$ cat src/rtl/fetch_ctrl_pkg.sv
// Shared types and constants for the instruction fetch controller.
package fetch_ctrl_pkg;

  localparam int unsigned XLEN = 32;
  localparam logic [XLEN-1:0] RESET_PC_DEFAULT = 32'h0000_0000;

  typedef enum logic [1:0] {
    FETCH   = 2'd0,
    WAIT    = 2'd1,
    HOLD    = 2'd2,
    DISCARD = 2'd3
  } fetch_state_e;

endpackage

$ cat src/rtl/fetch_ctrl.sv
// Instruction fetch sequencer: owns the fetch PC, issues one-outstanding IMEM
// requests, applies redirects, drops stale responses and holds under decode stall.
module fetch_ctrl
  import fetch_ctrl_pkg::*;
#(
  parameter logic [XLEN-1:0] RESET_PC = RESET_PC_DEFAULT
) (
  input  logic            clk,
  input  logic            rst_n,
  input  logic            stall_f,
  input  logic            trap_redir,
  input  logic [XLEN-1:0] trap_addr,
  input  logic            mispredict,
  input  logic            cflow_taken,
  input  logic [XLEN-1:0] pc_jump,
  input  logic [XLEN-1:0] pc_return,
  input  logic            pred_taken,
  input  logic [XLEN-1:0] pc_pred,
  output logic            imem_req,
  output logic [XLEN-1:0] imem_addr,
  input  logic            imem_gnt,
  input  logic            imem_rvalid,
  input  logic [XLEN-1:0] imem_rdata,
  output logic            instr_valid_f,
  output logic [XLEN-1:0] instr_f,
  output logic [XLEN-1:0] pc_f,
  output logic [XLEN-1:0] pcplus4_f
);

  fetch_state_e    state_q, state_d;
  logic [XLEN-1:0] pc_q, pc_d;
  logic [XLEN-1:0] hold_q, hold_d;
  logic            redirect;
  logic [XLEN-1:0] redir_target;
  logic [XLEN-1:0] pc_seq;

  // Trap outranks a same-cycle mispredict.
  assign redirect     = trap_redir | mispredict;
  assign redir_target = trap_redir ? trap_addr : (cflow_taken ? pc_jump : pc_return);

  assign pcplus4_f = pc_q + XLEN'(4);
  assign pc_seq    = pred_taken ? pc_pred : pcplus4_f;
  assign imem_addr = pc_q;
  assign pc_f      = pc_q;

  always_ff @(posedge clk or negedge rst_n) begin
    if (!rst_n) begin
      state_q <= FETCH;
      pc_q    <= RESET_PC;
      hold_q  <= '0;
    end else begin
      state_q <= state_d;
      pc_q    <= pc_d;
      hold_q  <= hold_d;
    end
  end

  always_comb begin
    state_d       = state_q;
    pc_d          = pc_q;
    hold_d        = hold_q;
    imem_req      = 1'b0;
    instr_valid_f = 1'b0;
    instr_f       = '0;
    unique case (state_q)
      FETCH: begin
        if (redirect) begin
          pc_d = redir_target;
        end else begin
          // Request is suppressed while reset is asserted.
          imem_req = rst_n;
          if (imem_gnt) state_d = WAIT;
        end
      end
      WAIT: begin
        if (redirect) begin
          pc_d    = redir_target;
          state_d = imem_rvalid ? FETCH : DISCARD;
        end else if (imem_rvalid) begin
          if (stall_f) begin
            hold_d  = imem_rdata;
            state_d = HOLD;
          end else begin
            instr_valid_f = 1'b1;
            instr_f       = imem_rdata;
            pc_d          = pc_seq;
            state_d       = FETCH;
          end
        end
      end
      HOLD: begin
        if (redirect) begin
          pc_d    = redir_target;
          hold_d  = '0;
          state_d = FETCH;
        end else begin
          instr_valid_f = 1'b1;
          instr_f       = hold_q;
          if (!stall_f) begin
            pc_d    = pc_seq;
            state_d = FETCH;
          end
        end
      end
      DISCARD: begin
        // Response to the abandoned request is still in flight; swallow it.
        if (redirect) pc_d = redir_target;
        if (imem_rvalid) state_d = FETCH;
      end
      default: state_d = FETCH;
    endcase
  end

endmodule

$ cat config.mk
export PLATFORM = sky130hd
export DESIGN_NAME = fetch_ctrl
export DESIGN_NICKNAME = d
export VERILOG_FILES = /design/src/rtl/fetch_ctrl_pkg.sv /design/src/rtl/fetch_ctrl.sv
export SDC_FILE = /design/constraint.sdc
export NUM_CORES = 1
export LEC_CHECK = 0
export BUFFER_PORTS_ARGS = -buffer_cell sky130_fd_sc_hd__buf_4
export CORE_ASPECT_RATIO = 0.6
export CORE_UTILIZATION = 25
export CTS_CLUSTER_DIAMETER = 40
export CTS_CLUSTER_SIZE = 25
export DETAILED_ROUTE_END_ITERATION = 10
export HOLD_SLACK_MARGIN = 0.02
export RECOVER_POWER = 25
export SETUP_SLACK_MARGIN = 0.5
export SYNTH_ARGS = -nofsm -noshare
export SYNTH_HDL_FRONTEND = slang
export SYNTH_SLANG_ARGS = --single-unit
$ cat constraint.sdc
create_clock -name clk -period 6.2 [get_ports clk]
set_input_delay 0.31 -clock clk [delete_from_list [all_inputs] [get_ports clk]]
set_output_delay 0.31 -clock clk [all_outputs]
set_load 0.02 [all_outputs]
==> results.cfg <==
[timing]
fin_skew_ps = 7.58
finalSetupViolations = 0
slew_headroom_pct = -30.9
final.min_clock_period_ps = 3110
setup_tns_ps = 0
report.final.slew_viol_count = 33
timing.fmax_ghz = 0.322
rsz0062_at_grt = no
finalHoldViolations = 0
post-route-period-util_pct = 50.1
tightest_slew_ps = 1960

[worst_setup_path]
cp.arrival_ps = 2800
crit_type = reg2out
startpoint_type = register
cp.required_ps = 5890
end_kind = output pin
crit_fanout = 9

[grt]
grt-ovfl-total = 0
track_usage_pct = 20.8
top_usage_layer = met1
grt_pass1_wl_um = 34300
grt_use_met3_pct = 5.58
grt_use_met2_pct = 29.8
grt_pass1_vias = 5590
met1_usage_pct = 31.0
antenna_found_initial = 0
grt_start_max_net_pins = 57

[placed_design]
gp_congestion = 0.889
dp.cells = 1099
dpl_cell_area_sq_um = 7490
port_buffers = 298
hpwlAfterDp_um = 17500

[flow_run]
cap_viol_max_count = 1

[route]
avgViaCountPerCell = 5.22
drt-total-wl_um = 22800
dr.first_iter.drc_count = 563
ant_nets = 0
first_pass_iters = 5
drcViolationCount = 0
vias = 5825
post_drt_wl_per_cell_um = 20.4

[power_and_ir_drop]
switching_power_mw = 1.21
power_frac_seq_pct = 29.2
power.density_nw_per_um2 = 352
power.internal_mw = 1.49
swShare_pct = 44.8
peakVddDrop_mv = 0.139
leakage_nw = 3.40
p_clk_share_pct = 19.2
share_comb_of_total_power_pct = 51.6

[clock_tree]
insertion_delay_ps = 320
clk_pin_slew_ps = 60
numCtsBuffers = 9
root_buffer = clkbuf_16
clockBufferDepth = 2
cts_max_level = 3
clock_sinks = 66
cts_tree = done
cts_setup_buffers = 0

[floorplan]
rows = 40
core_sq_um = 20300
die_h_um = 114
fp.dieW_um = 189
start_util_pct = 25.9
io_pins = 299
die-area_sq_um = 21700

[synth]
yosys_warnings = 0
netlist_area_sq_um = 5270
synth_edf_count = 0
synth_area_per_cell_sq_um = 8.68
ys_types = 63
ys_async_sr_fraction_pct = 100
synth_flop_cell = dfrtp_1
ys_seq_area_share_pct = 31.3
syn_inst = 607
synth-seq-cells = 66
synth_nets = 781

[layout]
fin_cells = 1115
num_antenna_cells = 0
areaGrowthSynthToFinish_pct = 45.3
design_area_sq_um = 7660
nets = 1012
drive_gt1_share_pct = 37.6

[status]
outcome = finished, violations left
failed_checks = max-capacitance violations, max-slew violations

[min_path]
min_path_type = in2reg
area by class of cell:
type | instances | area, sq um
timing repair buffer | 308 | 2180
multi-input combinational | 436 | 3130
fill | 2162 | 12700
inverter | 17 | 63.8
tap | 273 | 342
sequential | 66 | 1650
clock inverter | 5 | 55.1
clock buffer | 10 | 239
kinds of logic after synthesis:
| kind of cell | synth area share [%] |
|---|---|
| buf+inv | 10.3 |
| simple gates | 16.5 |
| mux | 7.81 |
| fa+ha+maj | 1.19 |
| xor+xnor | 4.65 |
| compound gates | 28.2 |
| flops | 31.3 |
power by group through the flow:
stage / registers [mW] / clock network, mW / logic, mW
2_1_floorplan: 0.783 / 0 / 0.885
3_3_place_gp: 0.787 / 0 / 1.44
3_5_place_dp: 0.790 / 0 / 1.45
4_1_cts: 0.787 / 0.534 / 1.45
5_1_grt: 0.815 / 0.551 / 1.50
6_report: 0.788 / 0.517 / 1.39
path summary, 6_finish.rpt:
kind	startpoint	endpoint	slack (ps)	cells after the start
worst max register to register	state_q[1]$_DFFE_PN0P_	imem_addr[11]$_DFFE_PN0P_	3300	7
max in group asynchronous	rst_n	imem_addr[0]$_DFFE_PN0P_	3720	3
worst min register to register	hold_q[22]$_DFFE_PN0P_	hold_q[22]$_DFFE_PN0P_	500	1
min in group asynchronous	rst_n	hold_q[10]$_DFFE_PN0P_	1070	2
worst max-delay path	imem_addr[2]$_DFFE_PN0P_	pcplus4_f[18]	3090	6
worst min-delay path	imem_rdata[0]	hold_q[0]$_DFFE_PN0P_	220	2
synthesized netlist by cell type, types with 4 or more instances:
master,n,area share [%]
nand2b_1,5,0.59
a31oi_1,6,0.71
a22oi_1,32,4.6
and4_1,4,0.66
o22ai_1,9,1.1
dfrtp_1,66,31
ha_1,5,1.2
clkbuf_1,40,2.8
nor2b_1,35,4.2
nand4_1,14,1.7
nand3_1,11,1.0
nor2_1,34,2.4
a311oi_1,10,1.7
o32ai_1,4,0.66
a22o_1,33,5.5
o21a_1,6,0.85
buf_2,9,0.85
a21oi_1,29,2.8
mux2_2,17,3.6
nand2_1,30,2.1
xor2_1,10,1.7
a211oi_1,17,2.4
a221oi_1,6,1.0
inv_1,16,1.1
nor3_1,9,0.85
o21ai_0,18,1.7
xnor2_1,18,3.0
mux2i_1,22,4.2
buf_4,34,4.8
registers in the layout (all words and copies together), names as in the netlist:
signal     cells
hold_q        32
imem_addr     32
state_q        2
per-stage QoR:
step | utilization (%) | total power [mW] | hold WS, ps | setup WS, ps
2_1_floorplan | - | 1.67 | 14.4 | 3710
3_3_place_gp | 36.9 | 2.23 | 308 | 3350
3_5_place_dp | 36.9 | 2.24 | 301 | 3310
4_1_cts | 38.4 | 2.77 | 198 | 3050
5_1_grt | 37.7 | 2.86 | 198 | 2810
6_report | 37.7 | 2.70 | 216 | 3090
cells in the final DEF (no fill, tap or decap), types with 18 or more instances in the layout:
master,count
nand2_1,30
xnor2_1,18
mux2i_1,22
clkbuf_1,36
nor2_1,34
dfrtp_1,66
a22oi_1,32
a22o_1,33
buf_4,271
nor2b_1,35
a21oi_1,29
o21ai_0,18
metal layers:
layer,routed length (um),vias to the layer above
met3,1970,19
li1,-,2709
met2,9630,282
met5,0,-
met4,214,0
met1,11000,2815
worst max-delay path, stage by stage (launching register included):
cell     delay (ps)
dfrtp_1         510
ha_1            240
nand3_1         250
or2_1           420
nor4_1          700
xor2_1          190
buf_4           160
timing repair:
action,4_1_cts,5_1_grt
hold buffers,1,0
resized for setup,0,0
hold endpoints to repair,30,0
Note: power is estimated with default switching activity, not from simulation.
